### src/rtl/alu_rpn_ctrl.sv
// alu_rpn_ctrl: reverse-Polish sequencing controller for a 4-operation M-bit ALU.
// Collects A, B and OpCode from DataIn on successive Enter pulses, evaluates the
// ALU when the opcode is committed, and holds the result and flags for display.
// Optional build macro: ALU_RPN_CHAIN_EN -- Enter in SHOW_RESULT feeds the result
// back as operand A (accumulator chaining) instead of starting over.
module alu_rpn_ctrl #(
  parameter int M = 8
) (
  input  logic         clk,
  input  logic         reset,
  input  logic [M-1:0] DataIn,
  input  logic         Enter,
  input  logic         Undo,
  output logic [M-1:0] ToDisplay,
  output logic [3:0]   Flags,
  output logic [1:0]   CurrentState,
  output logic         ResultValid
);

  typedef enum logic [1:0] {
    WAIT_A      = 2'b00,
    WAIT_B      = 2'b01,
    WAIT_OP     = 2'b10,
    SHOW_RESULT = 2'b11
  } state_t;

  state_t         r_state;
  state_t         w_next_state;
  logic [M-1:0]   r_a;
  logic [M-1:0]   r_b;
  logic [1:0]     r_op;
  logic [M-1:0]   r_result;
  logic [3:0]     r_flags;

  logic [1:0]     w_alu_op;
  logic [M:0]     w_add;
  logic [M:0]     w_sub;
  logic [M-1:0]   w_alu_res;
  logic           w_alu_c;
  logic           w_alu_v;
  logic [3:0]     w_alu_flags;

  // While waiting for the opcode the ALU looks at the live switches; otherwise at the committed opcode.
  assign w_alu_op = (r_state == WAIT_OP) ? DataIn[1:0] : r_op;

  // Combinational ALU: add, sub (borrow as carry), OR, AND with {N,Z,C,V} flags.
  always_comb begin
    w_add     = {1'b0, r_a} + {1'b0, r_b};
    w_sub     = {1'b0, r_a} - {1'b0, r_b};
    w_alu_res = {M{1'b0}};
    w_alu_c   = 1'b0;
    w_alu_v   = 1'b0;
    case (w_alu_op)
      2'b00: begin
        w_alu_res = w_add[M-1:0];
        w_alu_c   = w_add[M];
        w_alu_v   = (r_a[M-1] == r_b[M-1]) && (w_add[M-1] != r_a[M-1]);
      end
      2'b01: begin
        w_alu_res = w_sub[M-1:0];
        w_alu_c   = w_sub[M];
        w_alu_v   = (r_a[M-1] != r_b[M-1]) && (w_sub[M-1] != r_a[M-1]);
      end
      2'b10: begin
        w_alu_res = r_a | r_b;
      end
      2'b11: begin
        w_alu_res = r_a & r_b;
      end
      default: begin
        w_alu_res = {M{1'b0}};
      end
    endcase
    w_alu_flags = {w_alu_res[M-1], (w_alu_res == {M{1'b0}}), w_alu_c, w_alu_v};
  end

  // State register with synchronous reset.
  always_ff @(posedge clk) begin
    if (reset) begin
      r_state <= WAIT_A;
    end else begin
      r_state <= w_next_state;
    end
  end

  // Next-state logic: Undo steps back and takes priority over Enter.
  always_comb begin
    w_next_state = r_state;
    if (Undo) begin
      case (r_state)
        WAIT_B:      w_next_state = WAIT_A;
        WAIT_OP:     w_next_state = WAIT_B;
        SHOW_RESULT: w_next_state = WAIT_OP;
        default:     w_next_state = r_state;
      endcase
    end else if (Enter) begin
      case (r_state)
        WAIT_A:      w_next_state = WAIT_B;
        WAIT_B:      w_next_state = WAIT_OP;
        WAIT_OP:     w_next_state = SHOW_RESULT;
`ifdef ALU_RPN_CHAIN_EN
        SHOW_RESULT: w_next_state = WAIT_B;
`else
        SHOW_RESULT: w_next_state = WAIT_A;
`endif
        default:     w_next_state = WAIT_A;
      endcase
    end else begin
      w_next_state = r_state;
    end
  end

  // Field capture and result registers; captured fields survive Undo and are overwritten on the next Enter.
  always_ff @(posedge clk) begin
    if (reset) begin
      r_a      <= {M{1'b0}};
      r_b      <= {M{1'b0}};
      r_op     <= 2'b00;
      r_result <= {M{1'b0}};
      r_flags  <= 4'b0000;
    end else if (Undo) begin
      if (r_state == SHOW_RESULT) begin
        r_result <= {M{1'b0}};
        r_flags  <= 4'b0000;
      end
    end else if (Enter) begin
      case (r_state)
        WAIT_A:  r_a <= DataIn;
        WAIT_B:  r_b <= DataIn;
        WAIT_OP: begin
          r_op     <= DataIn[1:0];
          r_result <= w_alu_res;
          r_flags  <= w_alu_flags;
        end
        SHOW_RESULT: begin
`ifdef ALU_RPN_CHAIN_EN
          r_a      <= r_result;
          r_b      <= {M{1'b0}};
          r_op     <= 2'b00;
          r_flags  <= 4'b0000;
`else
          r_a      <= {M{1'b0}};
          r_b      <= {M{1'b0}};
          r_op     <= 2'b00;
          r_result <= {M{1'b0}};
          r_flags  <= 4'b0000;
`endif
        end
        default: begin
          r_a <= r_a;
        end
      endcase
    end
  end

  // Output decode from the current state; the display echoes the switches while fields are being entered.
  always_comb begin
    ToDisplay    = {M{1'b0}};
    Flags        = 4'b0000;
    CurrentState = r_state;
    ResultValid  = 1'b0;
    case (r_state)
      WAIT_A:      ToDisplay = DataIn;
      WAIT_B:      ToDisplay = DataIn;
      WAIT_OP:     ToDisplay = {{(M-2){1'b0}}, DataIn[1:0]};
      SHOW_RESULT: begin
        ToDisplay   = r_result;
        Flags       = r_flags;
        ResultValid = 1'b1;
      end
      default:     ToDisplay = {M{1'b0}};
    endcase
  end

endmodule

### config.mk
export PLATFORM = sky130hd
export DESIGN_NAME = alu_rpn_ctrl
export DESIGN_NICKNAME = d
export VERILOG_FILES = /design/src/rtl/alu_rpn_ctrl.sv
export SDC_FILE = /design/constraint.sdc
export NUM_CORES = 1
export LEC_CHECK = 0
export CELL_PAD_IN_SITES_DETAIL_PLACEMENT = 0
export CELL_PAD_IN_SITES_GLOBAL_PLACEMENT = 1
export CORE_ASPECT_RATIO = 1.2
export CORE_MARGIN = 10
export CORE_UTILIZATION = 32
export CTS_CLUSTER_DIAMETER = 150
export DETAILED_ROUTE_END_ITERATION = 6
export GPL_TIMING_DRIVEN = 0
export PLACE_DENSITY = 0.65
export SYNTH_ARGS = -nofsm -noshare
export SYNTH_HDL_FRONTEND = slang
export SYNTH_SLANG_ARGS = --single-unit
### constraint.sdc
create_clock -name clk -period 3.15 [get_ports clk]
set_clock_uncertainty 0.2 [all_clocks]
set_input_delay 0.315 -clock clk [delete_from_list [all_inputs] [get_ports clk]]
set_output_delay 0.315 -clock clk [all_outputs]
set_load 0.02 [all_outputs]
==> impl_metrics.toml <==
[clocking]
cts_tree = "built"
cts.path.max_buffers = 2
cts_setup_buffers = 0
cts_buffers = 5
cts-htree-levels = 2
clockRootBuffer = "clkbuf_8"
clk_pin_slew_ns = 0.07
clk_latency_ns = 0.28
cts.sinks = 31

[hold_path]
holdCritPathClass = "input port to register"

[sta]
rsz0062_at_grt = "no"
hold_viol_final = 0
fin_crit_sh_pct = 94.0
slew_violations = 0
finalSetupViolations = 0
fmax_ghz = 0.338
min_period_ns = 2.96
setup_tns_ns = 0
slew_headroom_pct = 34.5
worst_hold_slack_ns = 0.233
worst-slew-pin-transition_ns = 0.978

[placed_design]
routabilityCongestion = 0.824
io_buffers = 25
place.detailed.hpwl_um = 6010

[finish]
antenna_cells = 0
drive_gt1_share_pct = 7.10
most-common-layout-cells = "nor2_1 (40), nand2_1 (35), dfxtp_1 (31), a21oi_1 (31), inv_1 (28)"
area_growth_pct = 19.4
postLayoutCoreUtil_pct = 39.4
final_common_cell = "nor2_1"
fin_nets = 407

[yosys]
synth_nets = 376
yosysWarningCount = 0
synth.area.top_cells = "dfxtp_1 (24%), ha_1 (14%), a21oi_1 (6.1%)"
syn_inst = 334
avgSynthCellArea_um2 = 7.61
yosys.area.top_type_share_pct = 24.4
ys.flop_type = "dfxtp_1"
yosysUniqueCellTypes = 49
synth_area_um2 = 2540
ys_seq_area_share_pct = 24.4
synth-seq-cells = 31
synth_edf_count = 0
yosysTopAreaCell = "dfxtp_1"
synthArstFlopShare_pct = 0

[die]
die-area_um2 = 11900
rows = 35
initial_core_util_pct = 33.0
die_h_um = 118
pin_count = 27
fp.dieW_um = 101
core_um2 = 7710

[power]
p_switching_uw = 458
p_int_uw = 854
powerDensity_nw_per_um2 = 432
power.leakage_nw = 1.17
pwr-share-comb_pct = 35.6
switching_share_pct = 34.9
irDropWorstVdd_uv = 299
power.share.clock_pct = 31.5
pwr-share-seq_pct = 32.9

[routing]
wire_per_inst_um = 16.3
drt-met1-wl_um = 3440
routed_via_density = 5.21
dr_wl_met3_um = 247
wl_met2_um = 3690
dr.pass1.iters = 4
dr.max_layer_used = "met4"
vias = 2387
drt-initial-drc-count = 91
wl_um = 7490
antenna_left = 0
drc_errors = 0

[setup_path]
path_class = "register to output port"
worstPathArrival_ns = 2.45
worstPathRequired_ns = 2.63
start_kind = "register"
cp-end-kind = "output port"
critPathMaxFanout = 10

[grt]
grt.total_usage_pct = 12.5
antenna_found_initial = 0
grt_overflow = 0
grt_max_degree = 11
grt_pass1_vias = 2340
grt_pass1_wl_um = 12200

[flow_run]
maxCapViolations = 0

[outcome]
status = "finished clean"
-- what timing repair did --
item                                    CTS  global route
endpoints found under the setup margin   10             7
hold buffers                              0             0
pin swaps                                 0             0
resized for setup                         4             2
-- synth_stat cells (4+ instances only) --
library cell,number
a22oi_1,8
nand2_1,35
o21ai_0,10
ha_1,28
mux2i_1,14
dfxtp_1,31
a31oi_1,4
nand2b_1,7
a22o_1,7
nor3_1,5
nor2_1,41
nor2b_1,9
inv_1,28
a211oi_1,9
o31ai_1,4
and2_1,6
clkbuf_1,13
a21oi_1,31
-- layout make-up --
cell class | instances | area [um^2]
Timing Repair Buffer | 25 | 250
Buffer | 15 | 63.8
Clock buffer | 6 | 82.6
Clock inverter | 2 | 35.0
Sequential cell | 31 | 621
Multi-Input combinational cell | 258 | 1760
Tap cell | 92 | 115
Fill cell | 802 | 4670
Inverter | 29 | 109
-- per-stage QoR --
| stage | cells | instance area [um^2] | total power, mW | setup slack, ns |
|---|---|---|---|---|
| global placement | 451 | 2910 | 0.903 | -0.0667 |
| CTS | 458 | 3030 | 1.32 | 0.0847 |
| detailed placement | 451 | 2910 | 0.904 | -0.0141 |
| finish | 458 | 3040 | 1.31 | 0.189 |
| global route | 458 | 3040 | 1.39 | 0.0254 |
| floorplan | 334 | 2540 | 0.751 | 0.628 |
-- critical path: stages, from the launching register on --
cell             delay [ns]
dfxtp_1                0.41
inv_1                  0.08
ha_1                   0.30
buf_2                  0.24
nor2_2                 0.31
a22o_1                 0.20
clkdlybuf4s50_1        0.61
-- cells by family after synthesis --
family          share of synthesized area (%)
simple gates                             20.4
flops                                    24.4
xor+xnor                                0.689
mux                                      6.54
compound gates                           25.8
fa+ha+maj                                15.4
buf+inv                                  6.79
-- worst paths after layout --
path	start	end	slack [ns]	cells past startpoint
setup / recovery	CurrentState[0]	ToDisplay[5]	0.19	6
hold / removal	DataIn[1]	r_op[1]	0.23	3
setup reg to reg	CurrentState[0]	r_flags[2]	0.24	10
hold reg to reg	r_result[7]	r_result[7]	0.25	2
-- per-layer routing --
| metal | global-route usage (%) | vias up |
|---|---|---|
| met5 | 0 | - |
| met4 | 3.23 | 0 |
| met3 | 2.00 | 8 |
| met2 | 21.4 | 37 |
| met1 | 15.5 | 1120 |
| li1 | - | 1222 |
-- flip-flops by register name (all words and copies together) (netlist names) --
| signal | flops |
|---|---|
| r_result | 8 |
| r_a | 8 |
| r_flags | 3 |
| r_op | 2 |
| r_b | 8 |
| CurrentState | 2 |
-- power groups by stage --
stage / Clock (mW) / Sequential, mW / Combinational (mW)
finish: 0.414 / 0.431 / 0.467
global route: 0.437 / 0.435 / 0.519
CTS: 0.418 / 0.431 / 0.467
detailed placement: 0 / 0.440 / 0.463
global placement: 0 / 0.439 / 0.464
floorplan: 0 / 0.440 / 0.311
Power figures use the tool's default switching activity.
